===== config.mk =====
export PLATFORM = sky130hd
export DESIGN_NAME = control_unit
export DESIGN_NICKNAME = d
export VERILOG_FILES = /design/src/rtl/cpu_pkg.sv /design/src/rtl/control_unit_alu_decoder.sv /design/src/rtl/control_unit.sv
export SDC_FILE = /design/constraint.sdc
export NUM_CORES = 1
export LEC_CHECK = 0
export CAP_MARGIN = 10
export CORE_AREA = 2 2 39 41
export CTS_CLUSTER_DIAMETER = 50
export DETAILED_ROUTE_END_ITERATION = 6
export DIE_AREA = 0 0 41 43
export GPL_TIMING_DRIVEN = 0
export PLACE_DENSITY = 0.82
export SLEW_MARGIN = 30
export SYNTH_ARGS = -nofsm -noshare
export SYNTH_HDL_FRONTEND = slang
export SYNTH_SLANG_ARGS = --single-unit

===== constraint.sdc =====
create_clock -name clk -period 1.72 [get_ports clk]
set_input_delay 0.344 -clock clk [delete_from_list [all_inputs] [get_ports clk]]
set_output_delay 0.344 -clock clk [all_outputs]
set_load 0.05 [all_outputs]

===== src/rtl/cpu_pkg.sv =====
// cpu_pkg: shared opcode, funct and ALU encodings for the single-cycle MIPS control path
package cpu_pkg;
  localparam logic [5:0] OP_RTYPE = 6'b000000;
  localparam logic [5:0] OP_J     = 6'b000010;
  localparam logic [5:0] OP_BEQ   = 6'b000100;
  localparam logic [5:0] OP_BNE   = 6'b000101;
  localparam logic [5:0] OP_ADDI  = 6'b001000;
  localparam logic [5:0] OP_ADDIU = 6'b001001;
  localparam logic [5:0] OP_SLTI  = 6'b001010;
  localparam logic [5:0] OP_ANDI  = 6'b001100;
  localparam logic [5:0] OP_ORI   = 6'b001101;
  localparam logic [5:0] OP_XORI  = 6'b001110;
  localparam logic [5:0] OP_LUI   = 6'b001111;
  localparam logic [5:0] OP_LW    = 6'b100011;
  localparam logic [5:0] OP_SW    = 6'b101011;
  localparam logic [5:0] OP_HALT  = 6'b111111;
  localparam logic [5:0] F_SLL = 6'b000000;
  localparam logic [5:0] F_SRL = 6'b000010;
  localparam logic [5:0] F_ADD = 6'b100000;
  localparam logic [5:0] F_SUB = 6'b100010;
  localparam logic [5:0] F_AND = 6'b100100;
  localparam logic [5:0] F_OR  = 6'b100101;
  localparam logic [5:0] F_XOR = 6'b100110;
  localparam logic [5:0] F_NOR = 6'b100111;
  localparam logic [5:0] F_SLT = 6'b101010;
  typedef enum logic [3:0] {
    ALU_ADD = 4'b0000,
    ALU_SUB = 4'b0001,
    ALU_AND = 4'b0010,
    ALU_OR  = 4'b0011,
    ALU_XOR = 4'b0100,
    ALU_NOR = 4'b0101,
    ALU_SLT = 4'b0110,
    ALU_SLL = 4'b0111,
    ALU_SRL = 4'b1000,
    ALU_LUI = 4'b1001
  } alu_op_t;
  typedef enum logic {RUN = 1'b0, HALTED = 1'b1} run_state_t;
  function automatic logic isRtypeFunct(input logic [5:0] funct);
    return funct inside {F_SLL, F_SRL, F_ADD, F_SUB, F_AND, F_OR, F_XOR, F_NOR, F_SLT};
  endfunction
endpackage


===== src/rtl/control_unit_alu_decoder.sv =====
// alu_decoder: maps op/funct to the ALU operation; anything unlisted falls back to add
module alu_decoder
  import cpu_pkg::*;
(
  input  logic [5:0] op,
  input  logic [5:0] funct,
  output logic [3:0] ALUControl
);
  alu_op_t aluOp;
  // pick the ALU operation from the opcode, or from funct for R-type
  always_comb begin
    aluOp = ALU_ADD;
    case (op)
      OP_RTYPE:
        case (funct)
          F_SUB:   aluOp = ALU_SUB;
          F_AND:   aluOp = ALU_AND;
          F_OR:    aluOp = ALU_OR;
          F_XOR:   aluOp = ALU_XOR;
          F_NOR:   aluOp = ALU_NOR;
          F_SLT:   aluOp = ALU_SLT;
          F_SLL:   aluOp = ALU_SLL;
          F_SRL:   aluOp = ALU_SRL;
          default: aluOp = ALU_ADD;
        endcase
      OP_SLTI:         aluOp = ALU_SLT;
      OP_ANDI:         aluOp = ALU_AND;
      OP_ORI:          aluOp = ALU_OR;
      OP_XORI:         aluOp = ALU_XOR;
      OP_LUI:          aluOp = ALU_LUI;
      OP_BEQ, OP_BNE:  aluOp = ALU_SUB;
      default:         aluOp = ALU_ADD;
    endcase
  end
  assign ALUControl = aluOp;
endmodule


===== src/rtl/control_unit.sv =====
// control_unit: combinational main decoder plus a halt flag that freezes the PC after HALT
module control_unit
  import cpu_pkg::*;
(
  input  logic       clk,
  input  logic       rst,
  input  logic [5:0] op,
  input  logic       zero,
  input  logic [5:0] funct,
  output logic       PCSrc,
  output logic       PCWre,
  output logic       ALUSrcB,
  output logic       MemtoReg,
  output logic       RegWrite,
  output logic       MemWrite,
  output logic       ExtSel,
  output logic       RegDst,
  output logic [3:0] ALUControl,
  output logic       jump,
  output logic       MemWea
);
  run_state_t state;
  logic halted, block;
  logic decPCSrc, decPCWre, decRegWrite, decMemWrite, decJump;
  alu_decoder aluDec (.op(op), .funct(funct), .ALUControl(ALUControl));
  // halt flag: set by a HALT fetch, cleared only by reset
  always_ff @(posedge clk or posedge rst)
    if (rst) state <= RUN;
    else if (op == OP_HALT) state <= HALTED;
  assign halted = state == HALTED;
  // main decode of the datapath steering and enables
  always_comb begin
    decPCSrc    = 1'b0;
    decPCWre    = 1'b1;
    decRegWrite = 1'b0;
    decMemWrite = 1'b0;
    decJump     = 1'b0;
    ALUSrcB     = 1'b0;
    MemtoReg    = 1'b0;
    ExtSel      = 1'b0;
    RegDst      = 1'b0;
    case (op)
      OP_RTYPE: begin
        RegDst      = isRtypeFunct(funct);
        decRegWrite = isRtypeFunct(funct);
      end
      OP_ADDI, OP_ADDIU, OP_SLTI: begin
        ALUSrcB     = 1'b1;
        ExtSel      = 1'b1;
        decRegWrite = 1'b1;
      end
      OP_ANDI, OP_ORI, OP_XORI, OP_LUI: begin
        ALUSrcB     = 1'b1;
        decRegWrite = 1'b1;
      end
      OP_LW: begin
        ALUSrcB     = 1'b1;
        ExtSel      = 1'b1;
        MemtoReg    = 1'b1;
        decRegWrite = 1'b1;
      end
      OP_SW: begin
        ALUSrcB     = 1'b1;
        ExtSel      = 1'b1;
        decMemWrite = 1'b1;
      end
      OP_BEQ: begin
        ExtSel   = 1'b1;
        decPCSrc = zero;
      end
      OP_BNE: begin
        ExtSel   = 1'b1;
        decPCSrc = ~zero;
      end
      OP_J:    decJump  = 1'b1;
      OP_HALT: decPCWre = 1'b0;
      default: ;
    endcase
  end
  assign block    = halted | rst;
  assign PCWre    = rst | (decPCWre & ~halted);
  assign PCSrc    = decPCSrc & ~block;
  assign RegWrite = decRegWrite & ~block;
  assign MemWrite = decMemWrite & ~block;
  assign MemWea   = MemWrite;
  assign jump     = decJump & ~block;
endmodule


==> results.py <==
metrics = {
    "global_route": {
        "grt.overflow.total": 0,
        "grt_pass1_wl_mm": 2.42,
        "antenna_found_initial": 0,
        "grt_pass1_vias": 572,
        "grtUsageTotal_pct": 18.6,
        "grt_max_degree": 11,
    },
    "drt": {
        "wl_per_cell_um": 14.1,
        "vias": 604,
        "viasPerCell": 5.30,
        "route.detailed.drc": 0,
        "first_pass_iters": 3,
        "routed_wl_mm": 1.61,
        "antenna_left": 0,
        "first_iter_violations": 9,
    },
    "yosys": {
        "synthCells": 64,
        "ys.flop_type": "dfrtp_1",
        "syn_avg_cell_area_um2": 6.98,
        "yosysWarnings": 0,
        "ys_seq_area_share_pct": 5.60,
        "synth_edf_count": 0,
        "ys_async_sr_fraction_pct": 100,
        "syn-num-nets": 79,
        "synth_cell_types": 37,
        "synth_area_um2": 447,
        "synth-seq-cells": 1,
    },
    "pwr": {
        "ir_worst_vdd_v": 0.000296,
        "total_power_w": 0.000265,
        "p_seq_share_pct": 13.0,
        "internal_power_w": 0.000133,
        "p_leak_nw": 0.424,
        "power_switching_w": 0.000131,
        "clkPwrFrac_pct": 0,
        "switching_share_pct": 49.7,
        "p_comb_share_pct": 87.0,
        "powerDensity_nw_per_um2": 269,
    },
    "placement": {
        "io_buffers": 24,
        "dp_slack_ns": -1.27,
        "gp_congestion": 0.738,
        "hpwl_um": 968,
        "placedInstanceArea_um2": 783,
    },
    "die": {
        "core_um2": 1380,
        "die_h_um": 43,
        "initial_core_util_pct": 32.3,
        "rows": 14,
        "ios": 29,
        "die_x_um": 41,
        "die-area_um2": 1760,
    },
    "sta": {
        "drv_slew": 0,
        "fmax_mhz": 559,
        "maxSlewHeadroom_pct": 75.7,
        "fin_skew_ns": 0,
        "finalCriticalPeriod_ns": 1.79,
        "setup_slack_ns": -0.0695,
        "rsz0062_at_grt": "yes",
        "hold_viol": 0,
        "period_share_pct": 104,
        "setup_viol": 4,
        "tightestPinTransition_ns": 0.362,
    },
    "worst_hold_path": {
        "hp-class": "in -> async",
    },
    "clocking": {
        "clkTransAtPathRegs_ns": 0,
        "holdBufCountCts": 0,
        "clock_latency_ns": 0,
    },
    "critical_path": {
        "slowest_delay_ns": 0.27,
        "startpoint_type": "input port",
        "slowest_stage": "nor4_4",
        "critPathCaptureType": "output port",
        "crit_top_cell": "buf_8",
        "path_class": "in -> out",
        "crit_chain": "buf_8 -> nor4_4 -> buf_4 -> nand3b_4 -> nor2_4 -> o21a_4 -> buf_8",
        "required_ns": 1.38,
        "path_max_fanout": 3,
        "crit_arrival_ns": 1.45,
    },
    "finish": {
        "diodes": 0,
        "area_growth_pct": 120,
        "final_nets": 115,
        "design_area_um2": 982,
        "largest_reg_flops": 1,
        "drive_gt1_share_pct": 70.4,
    },
    "outcome": {
        "violations": "negative setup slack",
        "outcome": "finished, violations left",
    },
    "run": {
        "drv_cap": 0,
    },
}
stage by stage:
stage / setup TNS (ns) / hold WS [ns] / std cells / util (%)
after detailed placement: -14.07 / 0.475 / 104 / 56.6
final: -0.167 / 0.382 / 114 / 71.0
after CTS: -0.170 / 0.378 / 107 / 60.7
after global routing: -0.432 / 0.416 / 114 / 71.0
after floorplan: -0.826 / 0.0809 / 64 / -
after global placement: -14.21 / 0.469 / 104 / 56.6
final cells by class:
type	instances	area, um^2
plain buffers	6	62.6
flip-flops and latches	1	25.0
well taps	16	20.0
inverters	3	11.3
fillers	104	402
multi-input cells	54	544
repair buffers	34	319
placed cells by master, fill, tap and decap left out, drive strengths merged, types with 2 or more instances in the layout:
master / count
a21boi: 2
a21oi: 4
a31oi: 2
buf: 34
clkbuf: 2
clkdlybuf4s15: 2
inv: 3
nand2: 7
nand3b: 2
nor2: 10
nor3: 5
nor4: 2
final timing paths:
kind                             start       end  slack, ns  depth (start not counted)
worst max-delay path             op[3]  RegWrite      -0.07                          7
worst min-delay path               rst    halted       0.38                          2
worst max register to register  halted    halted       0.98                          1
worst min register to register  halted    halted       0.54                          1
max in group asynchronous          rst    halted       1.23                          2
min in group clk                halted    halted       0.54                          1
power groups by stage:
| stage | combinational, W | clock, W | sequential, W |
|---|---|---|---|
| floorplan | 0.000119 | 0 | 0.0000312 |
| global placement | 0.000177 | 0 | 0.0000315 |
| detailed placement | 0.000179 | 0 | 0.0000317 |
| CTS | 0.000193 | 0 | 0.0000345 |
| global route | 0.000244 | 0 | 0.0000349 |
| finish | 0.000230 | 0 | 0.0000344 |
critical path, delay by kind of cell:
family | cells | cell delay, ns
buffers and inverters | 3 | 0.42
and+or+nand+nor | 3 | 0.53
AOI/OAI and AO/OA | 1 | 0.14
kinds of logic after synthesis:
| group | after synthesis | synth area share [%] |
|---|---|---|
| simple gates | 34 | 48.5 |
| mux | 1 | 2.24 |
| xor+xnor | 2 | 3.92 |
| flops | 1 | 5.60 |
| buf+inv | 9 | 12.6 |
| compound gates | 17 | 27.2 |
metal layers:
| layer | wire length, um | part of all wire (%) | vias to the layer above | track usage, % |
|---|---|---|---|---|
| met1 | 614 | 38 | 276 | 24.1 |
| met3 | 77 | 4.8 | 2 | 0 |
| met5 | 0 | 0 | - | 0 |
| li1 | - | - | 303 | - |
| met4 | 17 | 1.1 | 0 | 0 |
| met2 | 901 | 56 | 23 | 34.4 |
synth_stat cells (all sizes together) (2+ instances only):
cell type,instances,area [um^2]
a21boi,2,15.0
a21oi,4,20.0
a31oi,2,12.5
buf,5,40.0
inv,3,11.3
nand2,7,26.3
nand3b,2,27.5
nor2,10,45.0
nor3,5,25.0
nor4,2,27.5
timing repair:
item | CTS | global route
endpoints found under the setup margin | 14 | 11
setup buffers | 3 | 7
pin swaps | 9 | 11
hold endpoints to repair | 0 | 0
resized for setup | 125 | 37
Note: power is estimated with default switching activity, not from simulation.
